`config.mk`:
```
export PLATFORM = sky130hd
export DESIGN_NAME = seg_scan_ctrl
export DESIGN_NICKNAME = d
export VERILOG_FILES = /design/src/rtl/seg_scan_ctrl.sv
export SDC_FILE = /design/constraint.sdc
export NUM_CORES = 1
export LEC_CHECK = 0
export ABC_AREA = 1
export CAP_MARGIN = 10
export CORE_MARGIN = 2
export CORE_UTILIZATION = 48
export DETAILED_ROUTE_END_ITERATION = 7
export HOLD_SLACK_MARGIN = 0.02
export PLACE_DENSITY = 0.79
export SYNTH_ARGS = -nofsm -noshare
export SYNTH_HDL_FRONTEND = slang
export SYNTH_SLANG_ARGS = --single-unit
```
`constraint.sdc`:
```
create_clock -name clk -period 1.7 [get_ports clk]
set_input_delay 0.17 -clock clk [delete_from_list [all_inputs] [get_ports clk]]
set_output_delay 0.17 -clock clk [all_outputs]
set_load 0.05 [all_outputs]
```
`src/rtl/seg_scan_ctrl.sv`:
```
// Scan controller for an 8-digit common-anode seven-segment display.
// Shares one decoder across digits, snapshots inputs per frame, guards against ghosting and flashes end-of-play states.
module seg_scan_ctrl #(
  parameter int REFRESH_DIV  = 100000,
  parameter int GUARD        = 1000,
  parameter int BLINK_FRAMES = 60
) (
  input  logic        clk,
  input  logic        rst_n,
  input  logic [2:0]  state,
  input  logic [31:0] digits,
  input  logic [7:0]  digit_en,
  output logic [7:0]  an,
  output logic [3:0]  nib,
  output logic [2:0]  dec_state,
  output logic        frame_tick
);

  localparam int CW = (REFRESH_DIV > 1) ? $clog2(REFRESH_DIV) : 1;
  localparam int FW = (BLINK_FRAMES > 1) ? $clog2(BLINK_FRAMES) : 1;
  localparam logic [CW-1:0] CNT_LAST   = CW'(REFRESH_DIV - 1);
  localparam logic [CW-1:0] GUARD_CNT  = CW'(GUARD);
  localparam logic [FW-1:0] FCNT_LAST  = FW'(BLINK_FRAMES - 1);

  logic [CW-1:0] cnt;
  logic [2:0]    idx;
  logic [FW-1:0] fcnt;
  logic          blink_phase;
  logic [31:0]   sh_dig;
  logic [7:0]    sh_en;

  logic tick;
  logic wrap;
  logic blank;
  logic dark;

  always_comb begin
    tick  = (cnt == CNT_LAST);
    wrap  = tick && (idx == 3'd7);
    blank = state[2] && blink_phase;
    dark  = (cnt < GUARD_CNT) || !sh_en[idx] || blank;
  end

  // Slot/digit counters plus the frame-coherent snapshot and blink timing, all advanced on slot ticks.
  always_ff @(posedge clk) begin
    if (!rst_n) begin
      cnt         <= '0;
      idx         <= 3'd0;
      fcnt        <= '0;
      blink_phase <= 1'b0;
      sh_dig      <= 32'h0;
      sh_en       <= 8'h0;
    end else begin
      if (tick) begin
        cnt <= '0;
        idx <= idx + 3'd1;
      end else begin
        cnt <= cnt + CW'(1);
      end
      if (wrap) begin
        sh_dig <= digits;
        sh_en  <= digit_en;
        if (fcnt == FCNT_LAST) begin
          fcnt        <= '0;
          blink_phase <= ~blink_phase;
        end else begin
          fcnt <= fcnt + FW'(1);
        end
      end
    end
  end

  // Pin registers; nib stays driven while dark so the decoder input never floats.
  always_ff @(posedge clk) begin
    if (!rst_n) begin
      an         <= 8'hFF;
      nib        <= 4'h0;
      dec_state  <= 3'd0;
      frame_tick <= 1'b0;
    end else begin
      an         <= dark ? 8'hFF : ~(8'b1 << idx);
      nib        <= sh_dig[{idx, 2'b00} +: 4];
      dec_state  <= state;
      frame_tick <= wrap;
    end
  end

endmodule

```
## Word level (Yosys, flattened, before mapping)

Cells that the tools add are included.

| operators by class | value |
|---|---|
| add/subtract/negate cells | 3 |
| order comparisons | 2 |
| equal/unequal tests | 3 |
| shifts and indexed selects | 2 |
| multiplexer cells | 3 |
| bitwise operators | 3 |
| reduce and logical (&&, ||, !) cells | 8 |

Operators by type and width:

| kind | number |
|---|---|
| $shiftx A32 B6 Y4 | 1 |
| $add A17 B1 Y17 const B | 1 |
| $eq A17 B17 Y1 const B | 1 |
| $lt A17 B10 Y1 const B | 1 |
| $not A8 Y8 | 1 |
| $shl A1 B3 Y8 const A | 1 |
| $add A6 B1 Y6 const B | 1 |
| $eq A6 B6 Y1 const B | 1 |
| $mux W6 | 1 |
| $lt A3 B4 Y1 const B | 1 |
| $reduce_or A2 Y1 | 2 |
| $add A3 B1 Y3 const B | 1 |
| $bmux W1 S3 | 1 |
| $eq A3 B3 Y1 const B | 1 |
| $logic_and A1 B1 Y1 | 2 |
| $logic_or A1 B1 Y1 | 2 |
| $not A1 Y1 | 2 |
| $reduce_and A2 Y1 | 1 |
| $logic_not A1 Y1 | 1 |
| $mux W1 | 1 |

| word-level totals | value |
|---|---|
| register bits | 83 |
| input bits | 45 |
| output and inout port bits | 16 |
| logic and storage cells | 34 |

## Depth between registers and ports, before layout

Gate-level depths: netlist (run 1).

| logic depth | value |
|---|---|
| depth in word-level cells | 6 |
| mapped depth | 10 |
| mapped depth without buffers | 9 |

## Worst setup path after synthesis (run 1)

Ideal clock, no wire load.

| timing | value |
|---|---|
| path type | reg2reg |
| start | register idx[0] |
| end | register fcnt[3] |
| setup time | 0.067 ns |
| arrival | 1.569 ns |
| required time | 1.633 ns |
| slack | 0.064 ns |
| stages on the path, launching flop included | 9 |
| path buffers | 2 |
| period minus slack after synthesis | 1.636 ns |
| path through | dfxtp_1 ha_1 ha_1 clkbuf_1 inv_1 nor2_4 buf_6 nand2_1 a21oi_2 |

| between the ends | value |
|---|---|
| cells in the longest elaborated chain, start to end | 2 |

Ends and longest elaborated chain:

| element | line | RTL |
|---|---|---|
| from (decl) | 26 | `logic [2:0] idx;` |
| from (signal assigned) | 56 | `idx <= idx + 3'd1;` |
| $eq A3 B3 Y1 | 39 | `wrap = tick && (idx == 3'd7);` |
| $logic_and A1 B1 Y1 | 39 |  |
| to (signal assigned) | 67 | `fcnt <= fcnt + FW'(1);` |
| to (decl) | 27 | `logic [FW-1:0] fcnt;` |

Every way passes these cells.
A chain may end at the register's enable or synchronous reset.

## Worst setup path after layout (run 1)

| timing | value |
|---|---|
| start | register nib[1] |
| end | output nib[1] |

RTL lines:

| element | line | RTL |
|---|---|---|
| from (decl) | 14 | `output logic [3:0] nib,` |
| from (signal assigned) | 82 | `nib <= sh_dig[{idx, 2'b00} +: 4];` |

No word-level cell between the ends.

==> results of run 1 <==
==> per-stage QoR <==
step / total power, uW / cells
6_report: 3491 / 714
2_1_floorplan: 2054 / 533
5_1_grt: 3598 / 714
3_3_place_gp: 2185 / 692
4_1_cts: 3497 / 708
3_5_place_dp: 2186 / 692
==> cells in the mapped netlist <==
cell type | n | share of area (%)
xor2_1 | 3 | 0.70
ha_1 | 8 | 2.7
nand3b_1 | 1 | 0.20
nand2_1 | 153 | 15
nor2_2 | 2 | 0.33
a21oi_2 | 1 | 0.23
nand3_1 | 18 | 2.4
o22ai_1 | 2 | 0.33
inv_2 | 3 | 0.30
xnor2_1 | 1 | 0.23
nor2_4 | 2 | 0.60
buf_6 | 8 | 2.4
or2_2 | 2 | 0.33
nand3_2 | 2 | 0.53
o21ai_0 | 26 | 3.5
nor2_1 | 77 | 7.7
nand4_1 | 17 | 2.8
a31oi_1 | 3 | 0.50
clkbuf_1 | 13 | 1.3
o211ai_1 | 2 | 0.40
buf_2 | 1 | 0.13
nor3_1 | 11 | 1.5
dfxtp_1 | 83 | 44
clkbuf_2 | 1 | 0.13
inv_1 | 33 | 3.3
a21oi_1 | 60 | 8.0
==> path summary, 6_finish.rpt <==
path	startpoint	to	cells after the start
setup reg to reg	cnt[9]$_SDFF_PP0_	sh_en[6]$_SDFFE_PN0P_	10
hold reg to reg	cnt[0]$_SDFF_PP0_	cnt[0]$_SDFF_PP0_	1
hold / removal	state[1]	dec_state[1]$_SDFF_PN0_	3
setup / recovery	nib[1]$_SDFF_PN0_	nib[1]	1
==> state kept, by name, summed over array words and instances, names as in the netlist <==
name and flops:
an 8, sh_dig 32, blink_phase 1, idx 3
cnt 17, dec_state 3, frame_tick 1, nib 4
fcnt 6, sh_en 8
==> layer usage <==
layer  up-vias  GRT usage, %  wire length, um  share of wire, %
met5         -             0                0                 0
met4         0         5.721              153               1.6
met3        13         4.312              641               6.9
met2       140         32.30             4264                46
met1      1610         28.75             4261                46
li1       1872             -                -                 -
==> where the power goes <==
| group | internal [uW] | leakage, uW | switching [uW] |
|---|---|---|---|
| Combinational | 115 | 0.00100 | 73.2 |
| Clock | 556 | 0.0000925 | 789 |
| Sequential | 1950 | 0.000674 | 7.11 |
| Total | 2620 | 0.00177 | 869 |
==> final cells by class <==
type,instances,area [um^2]
fill,668,2764
multi-input combinational,391,1846
sequential,83,1675
timing repair buffer,86,917.1
inverter,36,135.1
tap,102,127.6
clock buffer,9,123.9
clock inverter,7,58.81
==> logic make-up (layout without fill, tap and decap cells) <==
| family | Yosys count | after routing | synth area share [%] |
|---|---|---|---|
| buffers and inverters | 59 | 138 | 7.562 |
| AOI/OAI and AO/OA | 94 | 94 | 12.92 |
| DFF | 83 | 83 | 44.24 |
| xor gates and xnor gates | 4 | 4 | 0.9329 |
| and+or+nand+nor | 285 | 285 | 31.68 |
| adders and majority gates | 8 | 8 | 2.665 |
==> worst register-to-register path: stages, from the launching register on <==
cell and delay (ns):
dfxtp_2 0.41, inv_2 0.07, nor2_1 0.08, nand2_1 0.07, nor2_2 0.12, nand3_2 0.11
nor2_4 0.20, buf_12 0.16, clkbuf_16 0.15, nand2_1 0.06, a21oi_1 0.12
==> timing repair <==
action	4_1_cts	5_1_grt
hold buffers	0	0
endpoints found under the hold margin	0	0
endpoints found under the setup margin	0	54
resized for setup	0	21
setup buffers	0	2
==> impl_metrics.env, run 1 <==
export IMPL_design_area_um2=4883
export IMPL_overflow=0
export IMPL_critical_path_top_delay_family="buffers and inverters"
export IMPL_fin_ws_ns=0.04813
export IMPL_postLayoutCoreUtil_pct=63.86
export IMPL_setup_viol=0
export IMPL_core_area_um2=7647
export IMPL_synthToLayoutAreaGrowth_pct=30.01
export IMPL_postSynthNetCount=586
export IMPL_maxSlewViolCount=0
export IMPL_drt_drc_violations_left=0
export IMPL_start_kind="register"
export IMPL_cts_tree="yes"
export IMPL_grt_pass1_vias=3191
export IMPL_root_buffer="clkbuf_8"
export IMPL_htreeDepth=3
export IMPL_crit_chain="clkdlybuf4s50_1"
export IMPL_cp_data_arrival_time_ns=1.48
export IMPL_mappedNetlistArea_um2=3756
export IMPL_routabilityCongestion=0.9359
export IMPL_slew_headroom_pct=66.29
export IMPL_drv_cap=0
export IMPL_hpwl_mm=6.210
export IMPL_syn_avg_cell_area_um2=7.047
export IMPL_fin_nets=660
export IMPL_powerDensity_nw_per_um2=714.9
export IMPL_status="finished, final reports clean"
export IMPL_port_buffers=60
export IMPL_cp_slowest_stage_delay_ns=0.79
export IMPL_layout_commonest_cell="nand2_1"
export IMPL_fp_dieW_um=92.46
export IMPL_place_ws_ns=0.05190
export IMPL_grt_pass1_wl_mm=14.25
export IMPL_min_period_over_period_pct=97.17
export IMPL_wirelength_mm=9.320
export IMPL_ir_worst_vdd_v=0.0004198
export IMPL_critPathSlowestCell="clkdlybuf4s50_1"
export IMPL_worst_pin_slew_ns=0.5048
export IMPL_fin_crit_ns=1.652
export IMPL_path_class="reg -> out"
export IMPL_die_h_um=92.46
export IMPL_synth_yosys_warnings=0
export IMPL_worst_hold_slack_ns=0.3467
export IMPL_avgRoutedWirePerCell_um=13.05
export IMPL_ys_seq_area_share_pct=44.24
export IMPL_antenna_left=0
export IMPL_grt_antenna_before_repair=0
export IMPL_rows=32
export IMPL_max_freq_mhz=605.4
export IMPL_required_ns=1.53
export IMPL_die_area_um2=8549
export IMPL_via_per_inst=5.091
export IMPL_worst_path_buf_inv=1
export IMPL_clkSinkCount=83
export IMPL_dr_pass1_iters=4
export IMPL_clk_latency_ns=0.36
export IMPL_final_cell_mix="nand2_1 (151), nor2_1 (76), dfxtp_1 (76), clkdlybuf4s50_1 (59), a21oi_1 (58)"
export IMPL_hold_viol_final=0
export IMPL_worstPathMaxFanout=1
export IMPL_drive_gt1_share_pct=11.44
export IMPL_hold_class="in -> reg"
export IMPL_antennaDiodeCount=0
export IMPL_end_kind="output port"
export IMPL_drtIter0Drc=305
export IMPL_grt_max_degree=47
export IMPL_placed_area_um2=4536
export IMPL_io_pins=61
export IMPL_initial_utilization_pct=49.12
export IMPL_vias=3635
export IMPL_cts_buffers_inserted=9
export IMPL_tns_ns=0
export IMPL_r2r_slack_ns=0.07
export IMPL_cts_buffer_depth=2
export IMPL_grt_usage_pct=20.59
export IMPL_finalClockSkew_ns=0.01422
export IMPL_clkTransAtPathRegs_ns=0.10
export IMPL_ys_ff_latch=83
export IMPL_synth_cells=533
export IMPL_p_leak_uw=0.001766
export IMPL_ys_types=26
No activity file was read; power rests on OpenSTA's default activity.
==> run 2, diff against run 1 <==
- ABC_AREA: 1 -> default
- clock period: 1.7 -> 1.4 ns (I/O delays scaled with it)
==> impl_metrics.env, run 2 <==
export IMPL_top_register="sh_dig"
export IMPL_rows=32
export IMPL_port_buffers=60
export IMPL_top_regs="sh_dig: 32 flops, cnt: 17 flops"
export IMPL_synth_top_cell_by_area="dfxtp_1"
export IMPL_r2r_slack_ns=-0.44
export IMPL_synth_commonest_cells="dfxtp_1 (83), nand4_1 (50), a21oi_1 (49)"
export IMPL_finalClockSkew_ns=0.01596
export IMPL_synth_yosys_warnings=0
export IMPL_grt_max_degree=41
export IMPL_drv_cap=0
export IMPL_postLayoutCoreUtil_pct=72.07
export IMPL_min_period_over_period_pct=131.2
export IMPL_postSynthNetCount=462
export IMPL_drive_gt1_share_pct=34.31
export IMPL_design_area_um2=5540
export IMPL_drt_drc_violations_left=0
export IMPL_root_buffer="clkbuf_8"
export IMPL_slew_headroom_pct=75.67
export IMPL_worst_path_buf_inv=2
export IMPL_hold_buffers=0
export IMPL_overflow=0
export IMPL_fp_dieW_um=93.08
export IMPL_synth_area_leaders="dfxtp_1 (44%), nand4_1 (8.2%), a21oi_1 (6.4%), mux4_2 (5.9%), o21ai_0 (5.9%)"
export IMPL_ys_types=47
export IMPL_synthArstFlopShare_pct=0
export IMPL_worstPathMaxFanout=11
export IMPL_ys_seq_area_share_pct=43.63
export IMPL_setup_viol=72
export IMPL_fin_ws_ns=-0.4370
export IMPL_syn_avg_cell_area_um2=9.312
export IMPL_grt_setup_unrepaired="true"
export IMPL_grt_usage_pct=25.85
export IMPL_via_per_inst=5.952
export IMPL_r2r_cells=6
export IMPL_cts_buffers_inserted=9
export IMPL_mappedNetlistArea_um2=3809
export IMPL_maxSlewViolCount=0
export IMPL_io_pins=61
export IMPL_worst_pin_slew_ns=0.3649
export IMPL_ys_ff_latch=83
export IMPL_htreeDepth=3
export IMPL_placed_area_um2=4858
export IMPL_path_class="reg -> reg"
export IMPL_initial_utilization_pct=49.54
export IMPL_violations="negative setup slack"
export IMPL_hold_end="sh_dig[25]$_SDFFE_PN0P_"
export IMPL_synth_cells=409
export IMPL_final_cell_mix="buf_4 (95), dfxtp_1 (70), nand4_1 (50), a21oi_1 (46), clkdlybuf4s50_1 (44)"
export IMPL_cp_slowest_stage_delay_ns=0.56
export IMPL_clkSinkCount=83
export IMPL_antenna_left=0
export IMPL_reg2reg_from="cnt[11]$_SDFF_PP0_"
export IMPL_synthFlopType="dfxtp_1"
export IMPL_hold_class="in -> reg"
export IMPL_clk_latency_ns=0.37
export IMPL_fin_crit_ns=1.837
export IMPL_antennaDiodeCount=0
export IMPL_end_kind="register"
export IMPL_hold_path_startpoint="digits[25]"
export IMPL_required_ns=1.69
export IMPL_grt_antenna_before_repair=0
export IMPL_synth_edff_count=0
export IMPL_drtIter0Drc=290
export IMPL_critical_path_top_delay_family="simple AND/OR/NAND/NOR gates"
export IMPL_min_path_cells=3
export IMPL_p_leak_uw=0.002065
export IMPL_start_kind="register"
export IMPL_cp_data_arrival_time_ns=2.13
export IMPL_place_ws_ns=-0.4227
export IMPL_core_area_um2=7687
export IMPL_grt_pass1_vias=3677
export IMPL_routabilityCongestion=0.8431
export IMPL_max_freq_mhz=544.4
export IMPL_cts_tree="yes"
export IMPL_total_power_uw=4552
export IMPL_layout_commonest_cell="buf_4"
export IMPL_rr_endpoint="sh_dig[3]$_SDFFE_PN0P_"
export IMPL_fin_nets=594
export IMPL_synth_top_area_share_pct=43.63
export IMPL_die_h_um=93.08
export IMPL_dr_pass1_iters=7
export IMPL_hpwl_mm=6.938
export IMPL_cts_buffer_depth=2
export IMPL_path_common_cell="buf_6"
export IMPL_crit_chain="or4_4, nor4b_4, buf_6, buf_6, nand4_1, a21oi_1"
export IMPL_die_area_um2=8663
export IMPL_largest_reg_flops=32
export IMPL_wirelength_mm=11.63
export IMPL_ir_worst_vdd_v=0.0005543
export IMPL_clkTransAtPathRegs_ns=0.09
export IMPL_critPathSlowestCell="or4_4"
export IMPL_status="complete, but fails checks"
export IMPL_hold_viol_final=0
export IMPL_synthToLayoutAreaGrowth_pct=45.47
export IMPL_powerDensity_nw_per_um2=821.6
export IMPL_yosysMostFrequentCell="dfxtp_1"
export IMPL_avgRoutedWirePerCell_um=17.97
export IMPL_vias=3851
export IMPL_grt_pass1_wl_mm=17.51
## run 2: cells by family (layout without fill, tap and decap cells)
logic type,Yosys count,after routing,share of synthesized area [%]
AND/OR/NAND/NOR,146,147,22.21
AO/OA/AOI/OAI,102,102,14.16
flip-flops,83,83,43.63
buffers and inverters,43,178,7.490
XOR/XNOR,15,15,3.449
multiplexers,12,12,6.439
adder cells (fa/ha/maj),8,8,2.628
## run 2: where the power goes
part | switching (uW) | internal (uW)
clock | 909 | 1000
sequential | 8.08 | 2370
combinational | 106 | 158
## run 2: worst register-to-register path, stage by stage (launching register included)
cell and delay [ns]:
dfxtp_2 0.33, or4_4 0.56, nor4b_4 0.26, buf_6 0.20, buf_6 0.13, nand4_1 0.12
a21oi_1 0.17
## run 2: worst max path at each step
stage,slack (ns),start,depth (start not counted),end
6_report,-0.44,cnt[11]$_SDFF_PP0_,6,sh_dig[3]$_SDFFE_PN0P_
5_1_grt,-0.56,cnt[11]$_SDFF_PP0_,9,sh_dig[20]$_SDFFE_PN0P_
4_1_cts,-0.37,cnt[11]$_SDFF_PP0_,6,sh_dig[11]$_SDFFE_PN0P_
3_5_place_dp,-0.42,cnt[6]$_SDFF_PP0_,4,fcnt[2]$_SDFFE_PN0P_
3_3_place_gp,-0.43,cnt[6]$_SDFF_PP0_,4,fcnt[2]$_SDFFE_PN0P_
2_1_floorplan,-0.41,cnt[11]$_SDFF_PP0_,4,fcnt[3]$_SDFFE_PN0P_
## run 2: layout make-up
cell class,count,area [um^2]
tap,102,127.6
clock buffer,9,123.9
sequential,83,1680
clock inverter,6,90.09
multi-input combinational,284,2085
fill,513,2147
timing repair buffer,157,1411
inverter,6,22.52
## run 2: per-stage QoR
stage	cells	hold WS, ns	TNS [ns]
global placement	606	0.4591	-19.53
finish	647	0.3402	-21.27
CTS	635	0.3369	-16.29
detailed placement	606	0.4683	-19.42
floorplan	409	0.2673	-17.70
global route	647	0.3497	-26.89
## run 2: routing by layer
| metal | vias to the layer above | wire length, um | global-route usage, % | part of all wire, % |
|---|---|---|---|---|
| li1 | 1771 | - | - | - |
| met1 | 1840 | 4525 | 30.90 | 39 |
| met2 | 196 | 5874 | 44.20 | 51 |
| met3 | 44 | 836 | 5.238 | 7.2 |
| met4 | 0 | 390 | 12.87 | 3.4 |
| met5 | - | 0 | 0 | 0 |
## run 2: repair_timing
item | in CTS | in global routing
gates cloned | 2 | 0
endpoints found under the setup margin | 73 | 74
buffers inserted | 12 | 13
resized for setup | 41 | 28
pin swaps | 24 | 17
==> run 3, diff against run 2 <==
- PLACE_DENSITY: 0.79 -> 0.73
==> impl_metrics.env, run 3 (same netlist as run 2, synthesis figures left out) <==
export IMPL_end_kind="register"
export IMPL_hold_class="in -> reg"
export IMPL_required_ns=1.70
export IMPL_via_per_inst=5.917
export IMPL_routabilityCongestion=0.8683
export IMPL_port_buffers=60
export IMPL_finalClockSkew_ns=0.01167
export IMPL_cts_buffers_inserted=9
export IMPL_dr_pass1_iters=5
export IMPL_fin_crit_ns=1.840
export IMPL_die_area_um2=8663
export IMPL_netSwitchingPower_uw=1004
export IMPL_final_cell_mix="buf_4 (72), dfxtp_1 (69), nand4_1 (50), clkdlybuf4s50_1 (44), a21oi_1 (42)"
export IMPL_start_kind="register"
export IMPL_hold_viol_final=0
export IMPL_min_period_over_period_pct=131.5
export IMPL_n_fill_cell=558
export IMPL_p_leak_uw=0.001995
export IMPL_grt_usage_pct=23.12
export IMPL_grt_antenna_before_repair=0
export IMPL_critPathSlowestCell="or4_4"
export IMPL_cts_tree="yes"
export IMPL_hold_buffers=0
export IMPL_tns_ns=-19.45
export IMPL_largest_reg_flops=32
export IMPL_p_sw_share_pct=21.86
export IMPL_wirelength_mm=10.94
export IMPL_grt_setup_unrepaired="true"
export IMPL_layout_commonest_cell="buf_4"
export IMPL_drv_cap=0
export IMPL_placed_area_um2=4903
export IMPL_worst_pin_slew_ns=0.3088
export IMPL_drive_gt1_share_pct=35.36
export IMPL_powerDensity_nw_per_um2=832.5
export IMPL_fp_dieW_um=93.08
export IMPL_fin_ws_ns=-0.4403
export IMPL_root_buffer="clkbuf_8"
export IMPL_antennaDiodeCount=0
export IMPL_vias=3716
export IMPL_drt_drc_violations_left=0
export IMPL_maxSlewViolCount=0
export IMPL_io_pins=61
export IMPL_status="complete, but fails checks"
export IMPL_crit_chain="or4_4, nor4b_4, buf_12, buf_4, nand4_1, a21oi_1"
export IMPL_path_class="reg -> reg"
export IMPL_violations="negative setup slack"
export IMPL_core_area_um2=7687
export IMPL_overflow=0
export IMPL_clock_power_share_pct=42.3
export IMPL_max_freq_mhz=543.4
export IMPL_slew_headroom_pct=79.26
export IMPL_intPower_uw=3591
export IMPL_grt_max_degree=53
export IMPL_clkSinkCount=83
export IMPL_hpwl_mm=6.862
export IMPL_rows=32
export IMPL_cts_buffer_depth=2
export IMPL_ir_worst_vdd_v=0.0004909
export IMPL_p_seq_share_pct=51.8
export IMPL_top_register="sh_dig"
export IMPL_avgRoutedWirePerCell_um=17.42
export IMPL_cp_slowest_stage_delay_ns=0.56
export IMPL_setup_viol=73
export IMPL_die_h_um=93.08
export IMPL_fin_nets=574
export IMPL_initial_utilization_pct=49.54
export IMPL_top_regs="sh_dig: 32 flops, cnt: 17 flops"
export IMPL_grt_pass1_wl_mm=15.95
export IMPL_grt_pass1_vias=3439
export IMPL_cp_data_arrival_time_ns=2.14
export IMPL_clk_latency_ns=0.37
export IMPL_worst_hold_slack_ns=0.3521
export IMPL_total_power_uw=4596
export IMPL_synthToLayoutAreaGrowth_pct=44.94
export IMPL_htreeDepth=3
export IMPL_clkTransAtPathRegs_ns=0.08
export IMPL_combPwrFrac_pct=5.9
export IMPL_design_area_um2=5520
export IMPL_worstPathMaxFanout=15
export IMPL_antenna_left=0
export IMPL_drtIter0Drc=198
export IMPL_postLayoutCoreUtil_pct=71.81
run 3: what timing repair did:
action,CTS,global route
setup endpoints to repair,73,76
setup buffers,1,10
pin swaps,6,22
resized for setup,15,66
cloned,0,1
run 3: path summary, 6_finish.rpt:
kind                            from                      end  slack (ns)  depth (start not counted)
min                         state[0]  dec_state[0]$_SDFF_PN0_        0.35                          2
max               cnt[13]$_SDFF_PP0_  sh_dig[19]$_SDFFE_PN0P_       -0.44                          6
min reg2reg  sh_dig[18]$_SDFFE_PN0P_  sh_dig[18]$_SDFFE_PN0P_        0.48                          2
max reg2reg       cnt[13]$_SDFF_PP0_  sh_dig[19]$_SDFFE_PN0P_       -0.44                          6
run 3: area by class of cell:
type / count / area, um^2 / share of cell area, %
Multi-Input combinational cell: 284 / 2157 / 39.08
Clock buffer: 11 / 141.4 / 2.561
Clock inverter: 5 / 86.33 / 1.564
Inverter: 6 / 22.52 / 0.4080
Tap cell: 102 / 127.6 / 2.312
Sequential cell: 83 / 1682 / 30.46
Timing Repair Buffer: 137 / 1304 / 23.62
run 3: power by group through the flow:
stage | registers (uW) | clock network [uW] | logic [uW]
4_1_cts | 2380 | 1960 | 249
2_1_floorplan | 2450 | 0 | 54.4
3_5_place_dp | 2440 | 0 | 243
6_report | 2380 | 1940 | 273
3_3_place_gp | 2430 | 0 | 243
5_1_grt | 2380 | 2060 | 286
run 3: critical path: cells and delay by family, from the launching register on:
family / cells / cell delay (ns)
compound gates: 1 / 0.16
simple gates: 3 / 0.93
flops: 1 / 0.34
buf+inv: 2 / 0.34
run 3: stage by stage:
| stage | std cells | worst slack, ns |
|---|---|---|
| after floorplan | 409 | -0.4071 |
| after global placement | 602 | -0.3523 |
| after detailed placement | 602 | -0.4067 |
| after CTS | 618 | -0.4162 |
| after global routing | 628 | -0.5011 |
| final | 628 | -0.4403 |
run 3: metal layers:
metal  share of wire (%)  track usage, %  vias to the layer above
li1                    -               -                     1736
met1                  41           30.02                     1804
met2                  51           38.41                      152
met3                 5.7           3.546                       24
met4                 2.7           9.804                        0
met5                   0               0                        -
